### src/rtl/vga_pkg.sv
// ============================================================================
//  Module      : vga_pkg
//  Description : Shared VGA geometry constants and plot-arbiter state encoding.
//  Revision    : 1.0
// ============================================================================
`default_nettype none

package vga_pkg;

    localparam int X_W      = 8;
    localparam int Y_W      = 7;
    localparam int C_W      = 3;
    localparam int SCREEN_W = 160;
    localparam int SCREEN_H = 120;

    typedef enum logic [1:0] {
        IDLE    = 2'b00,
        RUN     = 2'b10,
        RELEASE = 2'b11
    } arb_state_t;

endpackage

`default_nettype wire

### src/rtl/rr_picker.sv
// ============================================================================
//  Module      : rr_picker
//  Description : Round-robin selector; first set request after 'last', wrapping.
//  Revision    : 1.0
// ============================================================================
`default_nettype none

module rr_picker #(
    parameter int NREQ  = 2,
    parameter int IDX_W = 1
) (
    input  logic [NREQ-1:0]  req,
    input  logic [IDX_W-1:0] last,
    output logic             valid,
    output logic [IDX_W-1:0] idx
);

    // One spare bit so last + offset never overflows before the wrap.
    logic [IDX_W:0] w_sum;

    // Scan offsets high to low so the nearest requester after 'last' wins.
    always_comb begin
        valid = 1'b0;
        idx   = '0;
        w_sum = '0;
        for (int i = NREQ; i >= 1; i--) begin
            w_sum = {1'b0, last} + (IDX_W+1)'(i);
            if (w_sum >= (IDX_W+1)'(NREQ)) begin
                w_sum = w_sum - (IDX_W+1)'(NREQ);
            end
            if (req[w_sum[IDX_W-1:0]]) begin
                valid = 1'b1;
                idx   = w_sum[IDX_W-1:0];
            end
        end
    end

endmodule

`default_nettype wire

### src/rtl/vga_plot_arbiter.sv
// ============================================================================
//  Module      : vga_plot_arbiter
//  Description : Round-robin owner of the VGA plot port for start/done engines.
//  Revision    : 1.0
// ============================================================================
`default_nettype none

module vga_plot_arbiter
    import vga_pkg::arb_state_t, vga_pkg::IDLE, vga_pkg::RUN, vga_pkg::RELEASE;
#(
    parameter int NREQ = 2,
    parameter int X_W  = vga_pkg::X_W,
    parameter int Y_W  = vga_pkg::Y_W,
    parameter int C_W  = vga_pkg::C_W
) (
    input  logic                clk,
    input  logic                rst,
    input  logic [NREQ-1:0]     req,
    output logic [NREQ-1:0]     ack,
    output logic [NREQ-1:0]     grant,
    output logic                busy,
    output logic [NREQ-1:0]     eng_start,
    input  logic [NREQ-1:0]     eng_done,
    input  logic [NREQ*X_W-1:0] eng_x,
    input  logic [NREQ*Y_W-1:0] eng_y,
    input  logic [NREQ*C_W-1:0] eng_colour,
    input  logic [NREQ-1:0]     eng_plot,
    output logic [X_W-1:0]      vga_x,
    output logic [Y_W-1:0]      vga_y,
    output logic [C_W-1:0]      vga_colour,
    output logic                vga_plot
);

    localparam int IDX_W = $clog2(NREQ);

    arb_state_t       r_state, w_state_nxt;
    logic [NREQ-1:0]  r_grant, w_grant_nxt;
    logic [NREQ-1:0]  r_ack,   w_ack_nxt;
    logic [IDX_W-1:0] r_last,  w_last_nxt;
    logic [IDX_W-1:0] r_sel,   w_sel_nxt;
    logic             w_pick_valid;
    logic [IDX_W-1:0] w_pick_idx;
    logic             w_run;

    rr_picker #(
        .NREQ  (NREQ),
        .IDX_W (IDX_W)
    ) u_picker (
        .req   (req),
        .last  (r_last),
        .valid (w_pick_valid),
        .idx   (w_pick_idx)
    );

    always_ff @(posedge clk or posedge rst) begin
        if (rst) begin
            r_state <= IDLE;
            r_grant <= '0;
            r_ack   <= '0;
            r_last  <= IDX_W'(NREQ - 1);
            r_sel   <= '0;
        end else begin
            r_state <= w_state_nxt;
            r_grant <= w_grant_nxt;
            r_ack   <= w_ack_nxt;
            r_last  <= w_last_nxt;
            r_sel   <= w_sel_nxt;
        end
    end

    // Only the owner's done is ever looked at, so stray dones cannot end a job.
    always_comb begin
        w_state_nxt = r_state;
        w_grant_nxt = r_grant;
        w_ack_nxt   = '0;
        w_last_nxt  = r_last;
        w_sel_nxt   = r_sel;
        case (r_state)
            IDLE: begin
                if (w_pick_valid) begin
                    w_state_nxt = RUN;
                    w_grant_nxt = NREQ'(1) << w_pick_idx;
                    w_last_nxt  = w_pick_idx;
                    w_sel_nxt   = w_pick_idx;
                end
            end
            RUN: begin
                if (eng_done[r_sel]) begin
                    w_state_nxt = RELEASE;
                    w_ack_nxt   = r_grant;
                end
            end
            RELEASE: begin
                if (!eng_done[r_sel]) begin
                    w_state_nxt = IDLE;
                    w_grant_nxt = '0;
                    w_sel_nxt   = '0;
                end
            end
            default: begin
                w_state_nxt = IDLE;
                w_grant_nxt = '0;
                w_sel_nxt   = '0;
            end
        endcase
    end

    assign w_run     = (r_state == RUN);
    assign grant     = r_grant;
    assign ack       = r_ack;
    assign busy      = (r_state != IDLE);
    assign eng_start = w_run ? r_grant : '0;

    // Owner's pixel stream passes straight through; everything is zero otherwise.
    always_comb begin
        vga_x      = '0;
        vga_y      = '0;
        vga_colour = '0;
        vga_plot   = 1'b0;
        if (w_run) begin
            vga_x      = eng_x[r_sel*X_W +: X_W];
            vga_y      = eng_y[r_sel*Y_W +: Y_W];
            vga_colour = eng_colour[r_sel*C_W +: C_W];
            vga_plot   = eng_plot[r_sel];
        end
    end

endmodule

`default_nettype wire

### config.mk
export PLATFORM = sky130hd
export DESIGN_NAME = vga_plot_arbiter
export DESIGN_NICKNAME = d
export VERILOG_FILES = /design/src/rtl/vga_pkg.sv /design/src/rtl/rr_picker.sv /design/src/rtl/vga_plot_arbiter.sv
export SDC_FILE = /design/constraint.sdc
export NUM_CORES = 1
export LEC_CHECK = 0
export ABC_CLOCK_PERIOD_IN_PS = 1450
export CORE_MARGIN = 5
export CORE_UTILIZATION = 28
export DETAILED_ROUTE_END_ITERATION = 8
export HOLD_SLACK_MARGIN = 0.06
export PLACE_DENSITY_LB_ADDON = 0.05
export SLEW_MARGIN = 20
export SYNTH_ARGS = -nofsm -noshare
export SYNTH_HDL_FRONTEND = slang
export SYNTH_SLANG_ARGS = --single-unit
### constraint.sdc
create_clock -name clk -period 1.45 [get_ports clk]
set_input_delay 0.3625 -clock clk [delete_from_list [all_inputs] [get_ports clk]]
set_output_delay 0.3625 -clock clk [all_outputs]
set_load 0.01 [all_outputs]
Word-level counts from Yosys, hierarchy flattened
Cells that the tools add are included.
{"block": "classes", "n_bitwise": 1, "shifts": 4, "magnitude_cmp": 5, "eq_ne": 5, "n_reduce_logical": 6, "addsub": 4, "muxes": 30, "n_mul": 2}
{"op": "$mux 1", "n": 17}
{"op": "$shiftx 16x5->8", "n": 1}
{"op": "$mux 2", "n": 7}
{"op": "$shiftx 14x5->7", "n": 1}
{"op": "$pmux 2 s3", "n": 2}
{"op": "$mux 8", "n": 1}
{"op": "$mux 7", "n": 1}
{"op": "$lt 1x2->1 const B", "n": 3}
{"op": "$reduce_and 3->1", "n": 2}
{"op": "$shiftx 6x4->3", "n": 1}
{"op": "$eq 2x2->1 const B", "n": 2}
{"op": "$ge 2x2->1 const B", "n": 2}
{"op": "$mul 1x3->4 const B", "n": 1}
{"op": "$ne 2x1->1 const B", "n": 2}
{"op": "$reduce_and 2->1", "n": 2}
{"op": "$mul 1x2->3 const B", "n": 1}
{"op": "$mux 3", "n": 1}
{"op": "$pmux 1 s3", "n": 1}
{"op": "$add 1x1->2 const B", "n": 1}
{"op": "$add 1x2->2 const B", "n": 1}
{"op": "$logic_not 2->1", "n": 1}
{"op": "$ne 2x2->1 const B", "n": 1}
{"op": "$reduce_bool 2->1", "n": 1}
{"op": "$shl 1x1->2 const A", "n": 1}
{"op": "2 further kinds", "n": 3}
{"block": "word_totals", "reg_bits": 8, "input_bits": 44, "word_cells": 62, "output_inout_bits": 26}

Depth between registers and ports, before layout
Gate-level depths: netlist of the first run.
{"block": "logic_depth", "word_depth": 10, "mapped_depth": 5, "ltp_nobuf": 5}

Cells and area by module
A second synthesis of the first run with hierarchy kept.
{"block": "unflattened", "cells_unflattened": 93, "hier_area_um2": 859.6}
{"mod": "vga_plot_arbiter", "n_inst": 1, "seq_area_each_um2": 201.4, "cells_each": 91, "area_per_inst_um2": 845.8}
{"mod": "rr_picker", "n_inst": 1, "seq_area_each_um2": 0.0, "cells_each": 2, "area_per_inst_um2": 13.8}

Least setup slack after synthesis of the first run
No wires, ideal clock.
{"block": "synth_timing", "kind": "flip-flop to output port", "startpoint": "register r_state[0]", "endpoint": "output port vga_colour[0]", "t_arrival_ps": 1276, "t_required_ps": 1087, "n_path_buf": 2, "path_stages_with_launch": 6, "setup_slack_ps": -189, "cell_sequence": "dfrtp_1 inv_1 ha_1 clkbuf_1 clkbuf_1 nor2b_1"}
{"block": "synth_via", "elab_chain_len": 2}
{"element": "start, declared", "line_no": "vga_plot_arbiter.sv:36", "text": "arb_state_t r_state, w_state_nxt;"}
{"element": "start signal, assigned", "line_no": "vga_plot_arbiter.sv:63", "text": "r_state <= w_state_nxt;"}
{"element": "$eq 2x2->1", "line_no": "vga_plot_arbiter.sv:108", "text": "assign w_run = (r_state == RUN);"}
{"element": "$mux 3", "line_no": "vga_plot_arbiter.sv:120", "text": "if (w_run) begin"}
{"element": "end, declared", "line_no": "vga_plot_arbiter.sv:30", "text": "output logic [C_W-1:0] vga_colour,"}
No other way between the ends.

Worst setup path in the final report of the first run
{"block": "layout_timing", "startpoint": "register r_sel", "endpoint": "register r_grant[1], in the netlist grant[1]"}
{"block": "layout_via", "elab_chain_len": 4}
{"element": "start, declared", "line_no": "vga_plot_arbiter.sv:40", "text": "logic [IDX_W-1:0] r_sel, w_sel_nxt;"}
{"element": "start signal, assigned", "line_no": "vga_plot_arbiter.sv:67", "text": "r_sel <= w_sel_nxt;"}
{"element": "$mux 1 (not written as such) (2 in a row)", "line_no": "vga_plot_arbiter.sv:94", "text": "if (!eng_done[r_sel]) begin"}
{"element": "$mux 2"}
{"element": "$pmux 2 s3"}
{"element": "end signal, assigned", "line_no": "vga_plot_arbiter.sv:64", "text": "r_grant <= w_grant_nxt;"}
{"element": "end, declared", "line_no": "vga_plot_arbiter.sv:37", "text": "logic [NREQ-1:0] r_grant, w_grant_nxt;"}
No other way between the ends. The select of a mux whose other input is x is not followed.
A chain may end at the register's enable or synchronous reset.

==> impl_metrics.tcl, run 1 <==
set metrics [dict create \
    grt_overflow 0 \
    die_w_um 63.0 \
    fin_crit_ns 1.70 \
    cts_sinks 8 \
    rows 19 \
    finalWorstSetupSlack_ns -0.251 \
    grt_start_max_net_pins 13 \
    fillers 224 \
    synthesis.area_um2 787 \
    drtIter0Drc 33 \
    irDropWorstVdd_v 0.00118 \
    area_growth_pct 134 \
    initial_utilization 0.288 \
    clock_tree.htree_level_count 1 \
    cts_hold_buf 0 \
    stdcell_count 206 \
    ys_seq_elements 8 \
    run_status "finished, violations left" \
    regToRegSetupSlack_ns -0.25 \
    end_kind "flop" \
    route.vias.total 971 \
    fp.dieH_um 63.0 \
    syn_inst 86 \
    skew_ns 0.00625 \
    timing.hold.ws_ns 0.330 \
    dpl.cell_count 195 \
    final_cell_mix "clkdlybuf4s50_1, buf_4, nor2b_2, buf_6, buf_2" \
    dpl.hpwl_mm 2.27 \
    fin_nets 223 \
    port_buffers 69 \
    slew_violations 0 \
    rsz0062_at_grt "yes" \
    setup_viol 27 \
    coreArea_mm2 0.00273 \
    grt_pass1_wl_mm 4.83 \
    die-area_mm2 0.00397 \
    r2r-end "grant[1]" \
    placed_cell_area_mm2 0.00167 \
    drv_cap 0 \
    hold_viol_final 0 \
    slew-limit-headroom 0.755 \
    setup_tns_ns -5.56 \
    cts_buffers 3 \
    first_pass_iters 3 \
    wl_per_cell_um 15.0 \
    via_per_inst 4.71 \
    clock_path_buffers 2 \
    antenna_left 0 \
    cts-root-buf "clkbuf_4" \
    clkLatencyLatePin_ns 0.27 \
    hold_path.class "input port to asynchronous set/reset pin" \
    drcViolationCount 0 \
    arrival_ns 1.86 \
    synthesis.nets 133 \
    synthDistinctLibCells 23 \
    worst_pin_slew_ns 0.364 \
    seq_area_frac_synth 0.256 \
    path_clk_slew_ns 0.07 \
    finalCritPeriodShare 1.17 \
    place.gp.congestion 0.806 \
    antenna_found_initial 0 \
    crit_required_ns 1.60 \
    total_leakage_power_nw 0.826 \
    io_pins 70 \
    layout-drive-gt1-share 0.503 \
    syn_area_per_cell_um2 9.15 \
    design_area_mm2 0.00184 \
    violations "negative setup slack" \
    startpoint_type "flop" \
    worstSetupPathType "flop to flop" \
    regArea_um2 203 \
    wl_mm 3.09 \
    power_mw 3.23 \
    final_common_cell "clkdlybuf4s50_1" \
    reg2reg_depth 5 \
    synth_warnings 0 \
    crit_fanout 5 \
    multi_input_area_um2 724 \
    r2r-start "r_sel" \
    p_per_area_mw_per_mm2 1750 \
    cts_tree "built" \
    grt_usage 0.154 \
    grt_pass1_vias 997 \
    antenna_cells 0 \
    fmax_mhz 588 \
]
[area by class of cell]
type | instances | share of cell area
repair buffers | 91 | 0.448
multi-input cells | 66 | 0.393
flip-flops and latches | 8 | 0.110
well taps | 31 | 0.0210
clock buffers | 4 | 0.0143
inverters | 6 | 0.0136
[registers in the layout, indices dropped and copies added, names as in the netlist]
register / count
ack: 2
r_last: 1
r_sel: 1
grant: 2
r_state: 2
[report_power, final]
group / switching, mW / total [mW] / internal (mW)
registers: 0.0856 / 0.405 / 0.319
clock network: 0.0993 / 0.206 / 0.107
logic: 1.07 / 2.62 / 1.55
total: 1.26 / 3.23 / 1.98
[metal layers]
metal	vias up	part of all wire	track usage
met1	438	0.37	0.155
met5	-	0	0
met3	8	0.064	0.0378
met4	0	0.028	0.0875
li1	483	-	-
met2	42	0.54	0.282
[worst max-delay path by stage]
| stage | from | to | slack [ns] | cells past startpoint |
|---|---|---|---|---|
| 2_1_floorplan | r_state[0] | vga_colour[0] | -0.01 | 5 |
| 3_3_place_gp | eng_x[11] | vga_x[3] | -0.47 | 4 |
| 3_5_place_dp | eng_y[8] | vga_y[1] | -0.48 | 4 |
| 4_1_cts | r_state[0] | grant[1] | -0.24 | 7 |
| 5_1_grt | r_state[0] | vga_x[4] | -0.31 | 5 |
| 6_report | r_sel | grant[1] | -0.25 | 5 |
[logic make-up after synthesis]
logic type | synth area share
compound gates | 0.118
fa+ha+maj | 0.0477
buf+inv | 0.0699
flops | 0.256
mux | 0.286
simple gates | 0.223
[stage by stage]
stage                     utilization  worst slack [ns]
after floorplan                     -           -0.0139
after global placement          0.610            -0.467
after detailed placement        0.610            -0.484
after CTS                       0.639            -0.243
after global routing            0.674            -0.314
final                           0.674            -0.251
[critical path, cell delays in order, from the launching register on]
cell,delay (ns)
dfrtp_2,0.45
buf_6,0.16
buf_6,0.11
mux2_4,0.32
a311o_1,0.34
a22o_1,0.21
[Yosys cell counts (all sizes together)]
master | number | area (um2)
and3 | 1 | 6.26
dfrtp | 7 | 175
nor2b | 19 | 119
a21o | 1 | 7.51
nor4 | 1 | 6.26
clkbuf | 3 | 11.3
a21boi | 1 | 7.51
dfstp | 1 | 26.3
a211oi | 3 | 22.5
and2 | 4 | 25.0
a311o | 1 | 10.0
mux2 | 1 | 15.0
nand2 | 3 | 11.3
mux2i | 21 | 210
o31ai | 1 | 7.51
a31oi | 1 | 6.26
buf | 3 | 21.3
ha | 3 | 37.5
nor3b | 1 | 7.51
inv | 6 | 22.5
a22o | 3 | 26.3
a21oi | 1 | 5.00
[timing repair]
| action | 4_1_cts | 5_1_grt |
|---|---|---|
| pin swaps | 8 | 1 |
| setup buffers | 3 | 2 |
| gates resized for setup | 123 | 17 |
| gates cloned | 2 | 0 |
| endpoints found under the setup margin | 33 | 28 |
No activity file was read; power rests on OpenSTA's default activity.
==> inputs of run 2 (changes only) <==
--- a/config.mk
+++ b/config.mk
@@ -5,11 +5,12 @@
 export SDC_FILE = /design/constraint.sdc
 export NUM_CORES = 1
 export LEC_CHECK = 0
+export ABC_AREA = 0
 export ABC_CLOCK_PERIOD_IN_PS = 1450
 export CORE_MARGIN = 5
 export CORE_UTILIZATION = 28
 export DETAILED_ROUTE_END_ITERATION = 8
-export HOLD_SLACK_MARGIN = 0.06
+export HOLD_SLACK_MARGIN = 0.08
 export PLACE_DENSITY_LB_ADDON = 0.05
 export SLEW_MARGIN = 20
 export SYNTH_ARGS = -nofsm -noshare
==> results of run 2 <==
Same layout as run 1: the final DEF is identical, and so are final timing and power.
